--- src/rtl/bcd_tally_display.sv ---
// bcd_tally_display: tallies decade-counter wraps into a tens digit and multiplexes both digits onto a 7-segment output
module bcd_tally_display #(
    parameter int REFRESH_DIV = 4,
    parameter bit BLANK_LZ    = 1'b1
) (
    input  logic       clk,
    input  logic       rst,
    input  logic       clr,
    input  logic [3:0] bcd_in,
    output logic [6:0] seg,
    output logic       dig_sel,
    output logic [3:0] tens,
    output logic       carry_out,
    output logic       err
);
    logic [3:0] cur_q, prev_q, tens_q, tens_d;
    logic       pv_q, pv_d, carry_q, carry_d, err_q, err_d, dig_sel_q, dig_sel_d;
    logic [7:0] rcnt_q, rcnt_d;
    logic [6:0] seg_q, seg_d;
    logic [4:0] prev_p1;
    logic [3:0] succ;
    logic       bad, wrap, last;

    function automatic logic [6:0] enc(input logic [3:0] d);
        case (d)
            4'd0:    return 7'h3F;
            4'd1:    return 7'h06;
            4'd2:    return 7'h5B;
            4'd3:    return 7'h4F;
            4'd4:    return 7'h66;
            4'd5:    return 7'h6D;
            4'd6:    return 7'h7D;
            4'd7:    return 7'h07;
            4'd8:    return 7'h7F;
            4'd9:    return 7'h6F;
            default: return 7'h79;
        endcase
    endfunction

    // Sequence checking, tally, refresh timing and segment selection
    always_comb begin
        prev_p1   = {1'b0, prev_q} + 5'd1;
        succ      = prev_p1 >= 5'd10 ? 4'(prev_p1 - 5'd10) : prev_p1[3:0];
        bad       = (cur_q > 4'd9) | (pv_q & (cur_q != prev_q) & (cur_q != succ));
        wrap      = pv_q & (prev_q == 4'd9) & (cur_q == 4'd0) & ~bad;
        tens_d    = clr ? 4'd0 : (wrap & ~err_q) ? (tens_q == 4'd9 ? 4'd0 : tens_q + 4'd1) : tens_q;
        carry_d   = ~clr & wrap & ~err_q & (tens_q == 4'd9);
        err_d     = ~clr & (err_q | bad);
        pv_d      = ~clr;
        last      = rcnt_q == 8'(REFRESH_DIV - 1);
        rcnt_d    = last ? 8'd0 : rcnt_q + 8'd1;
        dig_sel_d = dig_sel_q ^ last;
        seg_d     = err_q ? 7'h79 :
                    !dig_sel_q ? enc(cur_q) :
                    (BLANK_LZ && tens_q == 4'd0) ? 7'h00 : enc(tens_q);
    end

    // State registers; clr acts through the next-state terms above
    always_ff @(posedge clk or posedge rst) begin
        if (rst) begin
            cur_q     <= 4'd0;
            prev_q    <= 4'd0;
            pv_q      <= 1'b0;
            tens_q    <= 4'd0;
            carry_q   <= 1'b0;
            err_q     <= 1'b0;
            rcnt_q    <= 8'd0;
            dig_sel_q <= 1'b0;
            seg_q     <= 7'h00;
        end else begin
            cur_q     <= bcd_in;
            prev_q    <= cur_q;
            pv_q      <= pv_d;
            tens_q    <= tens_d;
            carry_q   <= carry_d;
            err_q     <= err_d;
            rcnt_q    <= rcnt_d;
            dig_sel_q <= dig_sel_d;
            seg_q     <= seg_d;
        end
    end

    assign seg       = seg_q;
    assign dig_sel   = dig_sel_q;
    assign tens      = tens_q;
    assign carry_out = carry_q;
    assign err       = err_q;
endmodule
--- config.mk ---
export PLATFORM = sky130hd
export DESIGN_NAME = bcd_tally_display
export DESIGN_NICKNAME = d
export VERILOG_FILES = /design/src/rtl/bcd_tally_display.sv
export SDC_FILE = /design/constraint.sdc
export NUM_CORES = 1
export LEC_CHECK = 0
export BUFFER_PORTS_ARGS = -buffer_cell sky130_fd_sc_hd__buf_2
export CORE_MARGIN = 2
export CORE_UTILIZATION = 60
export CTS_BUF_LIST = sky130_fd_sc_hd__clkbuf_4 sky130_fd_sc_hd__clkbuf_8 sky130_fd_sc_hd__clkbuf_16
export DETAILED_ROUTE_END_ITERATION = 12
export HOLD_SLACK_MARGIN = 0.02
export PLACE_DENSITY_LB_ADDON = 0.15
export SETUP_SLACK_MARGIN = 0.05
export SYNTH_ARGS = -nofsm -noshare
export SYNTH_HDL_FRONTEND = slang
export SYNTH_SLANG_ARGS = --single-unit
--- constraint.sdc ---
create_clock -name clk -period 5.9 [get_ports clk]
set_input_delay 0.295 -clock clk [delete_from_list [all_inputs] [get_ports clk]]
set_output_delay 0.295 -clock clk [all_outputs]
set_load 0.01 [all_outputs]
# Yosys cells after proc, flatten, opt, wreduce, memory -nomap -nowiden
# Memory sizes are Yosys's and may differ from the RTL's.
# Index checks and enable logic that the tools add are counted.
[totals]
romBits = 224
out_inout_bits = 14
ff_bits = 31
wordCells = 49
input_bits = 7
memories = 2
[memory_table]
columns = ["name", "depth", "word_bits", "rd", "rd_ports_with_merged_regs", "write_ports", "line_no", "rtl"]
rows = [
  ["(name not given)", 16, 7, 1, 0, 0, "25", "case (d)"],
  ["(name not given)", 16, 7, 1, 0, 0, "25", ""],
]
[op_classes]
n_eq_ne = 5
n_reduce_logical = 3
n_bitwise = 16
add_sub_neg = 4
magnitude_cmp = 2
n_mux = 8
[op_table]
columns = ["cell", "count"]
rows = [
  ["7-bit 2-to-1 mux", 3],
  ["4-bit 2-to-1 mux", 4],
  ["1-bit bitwise AND", 10],
  ["8-bit by 1-bit adder with 8-bit output, second input constant", 1],
  ["4-bit == test, second input constant", 2],
  ["8-bit by 2-bit == test with 1-bit output, second input constant", 1],
  ["4-bit zero test", 2],
  ["8-bit 2-to-1 mux", 1],
  ["4-bit inequality test", 2],
  ["4-bit by 1-bit adder with 5-bit output, second input constant", 1],
  ["5-bit by 4-bit greater-or-equal comparator with 1-bit output, second input constant", 1],
  ["4-bit by 1-bit adder with 4-bit output, second input constant", 1],
  ["4-bit greater-than comparator, second input constant", 1],
  ["4-bit subtractor, second input constant", 1],
  ["1-bit NOT", 3],
  ["1-bit bitwise OR", 2],
  ["2-bit nonzero test", 1],
  ["1-bit XOR", 1],
]

# Longest topological paths before layout
[logic_depth]
depth_word = 11
ltp_mapped = 9
depth_no_buf = 9

# Worst setup path after synthesis
# OpenSTA, ideal clock, no wires.
[synth_path]
path_kind = "reg-to-reg"
from = "reg prev_q[0]"
to = "reg tens_q[3], in the netlist tens[3]"
slack_ps = 3406
required_time_ps = 5801
stages_incl_launch_ff = 10
arrival_time_ps = 2394
setup_time_ps = 99
synth_period_minus_slack_ps = 2494
cell_sequence = "dfrtp_1 -> ha_1 -> xnor2_1 -> ha_1 -> and3b_2 -> o211ai_1 -> nand4_1 -> nor4_4 -> a31oi_1 -> a311oi_1"
[synth_via]
elab_chain_len = 10
word_cells_on_any_way = 16
cone_classes = "2 x add/sub; 1 x order compare; 3 x eq/ne; 1 x mux; 8 x bitwise; 1 x reduce/logical"
[synth_rtl]
columns = ["element", "line_no", "rtl"]
rows = [
  ["start, declared", "16", "logic [3:0] cur_q, prev_q, tens_q, tens_d;"],
  ["start signal, assigned", "72", "prev_q <= cur_q;"],
  ["4-bit by 1-bit adder with 5-bit output", "42", "prev_p1 = {1'b0, prev_q} + 5'd1;"],
  ["4-bit subtractor or 5-bit by 4-bit greater-or-equal comparator with 1-bit output (tied branches)", "43", "succ = prev_p1 >= 5'd10 ? 4'(prev_p1 - 5'd10) : prev_p1[3:0];"],
  ["4-bit 2-to-1 mux", "43", ""],
  ["4-bit inequality test", "44", "bad = (cur_q > 4'd9) | (pv_q & (cur_q != prev_q) & (cur_q != succ));"],
  ["1-bit bitwise AND", "44", ""],
  ["1-bit bitwise OR", "44", ""],
  ["1-bit NOT", "45", "wrap = pv_q & (prev_q == 4'd9) & (cur_q == 4'd0) & ~bad;"],
  ["1-bit bitwise AND *", "45", ""],
  ["1-bit bitwise AND *", "46", "tens_d = clr ? 4'd0 : (wrap & ~err_q) ? (tens_q == 4'd9 ? 4'd0 : tens_q + 4'd1) : tens_q;"],
  ["2-bit nonzero test (no line) *", "-", ""],
  ["end signal, assigned", "74", "tens_q <= tens_d;"],
  ["end, declared", "16", ""],
]
# Every way passes the cells marked *; elsewhere a longest branch is shown, timed or not.
# A chain may end at the register's enable or synchronous reset.

# Worst setup path after layout
# Ends and elaborated chain as after synthesis.

==> qor.yml <==
floorplan:
  fp.dieW_um: 61.0
  placement_rows: 20
  die_height_um: 61.0
  core_area_sq_mm: 0.00308
  start_util_pct: 63.3
  dieArea_sq_mm: 0.00372
  io_pins: 21
setup_path:
  critPathMaxFanout: 7
  worstSetupPathType: "reg -> reg"
  r2r_cells: 9
  start_kind: "flip-flop"
  cp-end-kind: "flip-flop"
  cp.arrival_ns: 3.08
  rrSetupSlack_ns: 3.07
  critPathRequiredTime_ns: 6.15
grt:
  grt-ovfl-total: 0
  grt_pass1_vias: 1414
  grt_pass1_wl_mm: 6.49
  grt.total_usage_pct: 24.2
  grt_max_degree: 32
  antenna_found_initial: 0
yosys:
  synth_nets: 226
  syn_area_per_cell_sq_um: 9.74
  yosys_warnings: 0
  ys_ff_latch: 31
  synthArstFlopShare_pct: 100
  synth_edf_count: 0
  synth.distinct_cells: 50
  synth_area_sq_mm: 0.00195
  syn-instance-count: 200
  ys_seq_area_share_pct: 39.8
  ys.flop_type: "dfrtp_1"
pwr:
  pwr-share-seq_pct: 50.6
  clock_power_share_pct: 36.0
  p_comb_share_pct: 13.3
  switchingPower_w: 0.000119
  power_density_mw_per_mm2: 211
  p_sw_share_pct: 26.3
  p_leak_nw: 0.986
  ir_drop_mv: 0.144
  internal_power_w: 0.000334
clocking:
  postCtsSetupRepairBufs: 0
  cts_resized: 0
  clock_path_buffers: 2
  cts_tree: "built"
  clock_latency_ns: 0.33
  cts_hold_buf: 0
  cts_inserted_buffers: 5
  cts-root-buf: "clkbuf_4"
  cts_htree_levels: 2
  clkSinkCount: 31
  clk_pin_slew_worst_paths_ns: 0.11
sta:
  totalNegativeSetupSlack_ns: 0
  rsz0062_at_grt: "no"
  fmax_ghz: 0.353
  finalClockSkew_ns: 0.0141
  finalCriticalPeriod_ns: 2.83
  finalSetupViolCount: 0
  slew_headroom_pct: 23.7
  hold_viol_final: 0
  tightest_slew_ns: 1.14
  drv_slew: 0
  finalCritPeriodShare_pct: 48.0
placed_design:
  place_area_sq_mm: 0.00206
  gp_congestion: 0.872
  port_buffers: 20
  dp.cells: 256
  dpl.hpwl_mm: 2.74
layout:
  stdcell_area_sq_mm: 0.00214
  stdcell_count: 264
  layout-drive-gt1-share_pct: 20.0
  num_antenna_cells: 0
  area_growth_pct: 10.0
  mostFrequentLayoutCell: "dfrtp_1"
  mostFrequentLayoutCells: "dfrtp_1, buf_2, nor2_1, ha_1, a21oi_1"
  finalNetCount: 245
worst_hold_path:
  hp-class: "in -> reg"
  hold_depth: 1
job:
  maxCapViolations: 0
routing:
  wl_mm: 3.72
  ant_nets: 0
  vias_per_cell: 5.55
  wl_per_cell_um: 14.1
  vias: 1464
  drc: 0
  drtIter0Drc: 96
  drt_pass1_iterations: 4
run_status:
  status: "completed"
sequential cells by signal (all words and copies together), names as in the netlist, 4 cells and up:
signal  cells
rcnt_q      8
tens        4
seg         7
prev_q      4
cur_q       4
power by group through the flow:
stage	sequential, W	combinational [W]	clock, W
2_1_floorplan	0.000230	0.0000481	0
3_3_place_gp	0.000233	0.0000583	0
3_5_place_dp	0.000233	0.0000603	0
4_1_cts	0.000229	0.0000610	0.000167
5_1_grt	0.000231	0.0000693	0.000177
6_report	0.000229	0.0000604	0.000163
per-layer routing:
layer | GRT usage [%] | routed length [um] | vias up | part of all wire (%)
met5 | 0 | 0 | - | 0
met4 | 11.5 | 78 | 0 | 2.1
met3 | 5.33 | 131 | 9 | 3.5
met2 | 37.9 | 1810 | 33 | 49
met1 | 31.8 | 1700 | 687 | 46
li1 | - | - | 735 | -
synthesized netlist by cell type (3+ instances only):
library cell	n	area, sq um
a21o_2	3	26.3
a21oi_1	15	75.1
and3_1	4	25.0
clkbuf_1	6	22.5
dfrtp_1	31	776
ha_1	19	238
inv_1	13	48.8
nand2_1	10	37.5
nand3_1	8	40.0
nand4_1	3	18.8
nor2_1	19	71.3
nor2b_1	3	18.8
nor3_1	3	15.0
o21ai_0	9	45.0
or2_2	3	18.8
xnor2_1	7	61.3
xor2_1	6	52.6
cell families after synthesis:
| logic type | after synthesis | synth area share (%) |
|---|---|---|
| multiplexers | 2 | 1.03 |
| AND/OR/NAND/NOR | 67 | 19.8 |
| AO/OA/AOI/OAI | 47 | 16.7 |
| XOR/XNOR | 13 | 5.84 |
| adder cells (fa/ha/maj) | 19 | 12.2 |
| flip-flops | 31 | 39.8 |
| buffers and inverters | 21 | 4.62 |
through the flow:
stage	setup WS [ns]	power, W	utilization, %	hold WS [ns]
2_1_floorplan	3.41	0.000278	-	0.326
3_3_place_gp	3.25	0.000291	67.0	0.403
3_5_place_dp	3.08	0.000294	67.0	0.405
4_1_cts	3.09	0.000458	69.6	0.0550
5_1_grt	2.77	0.000478	69.6	0.0463
6_report	3.07	0.000453	69.6	0.0672
worst max-delay path, cell delays in order, from the launching register on:
cell	delay (ns)
dfrtp_1	0.46
ha_1	0.30
xnor2_1	0.26
ha_1	0.28
and3b_2	0.23
o211ai_1	0.17
nand4_1	0.19
nor4_4	0.47
a31oi_1	0.15
a311oi_1	0.25
final cells by class:
class | count | area (sq um)
clock buffer | 5 | 37.5
clock inverter | 3 | 43.8
fill | 261 | 935
inverter | 13 | 48.8
multi-input combinational | 148 | 1080
sequential | 31 | 776
tap | 44 | 55.1
timing repair buffer | 20 | 100
path summary, 6_finish.rpt:
path / to / startpoint
worst max-delay path: tens[3]$_DFFE_PP0P_ / prev_q[0]$_DFF_PP0_
worst min-delay path: cur_q[2]$_DFF_PP0_ / bcd_in[2]
worst max register to register: tens[3]$_DFFE_PP0P_ / prev_q[0]$_DFF_PP0_
worst min register to register: rcnt_q[7]$_DFF_PP0_ / rcnt_q[7]$_DFF_PP0_
max in group asynchronous: cur_q[0]$_DFF_PP0_ / rst
min in group asynchronous: tens[2]$_DFFE_PP0P_ / rst
Power figures use the tool's default switching activity.
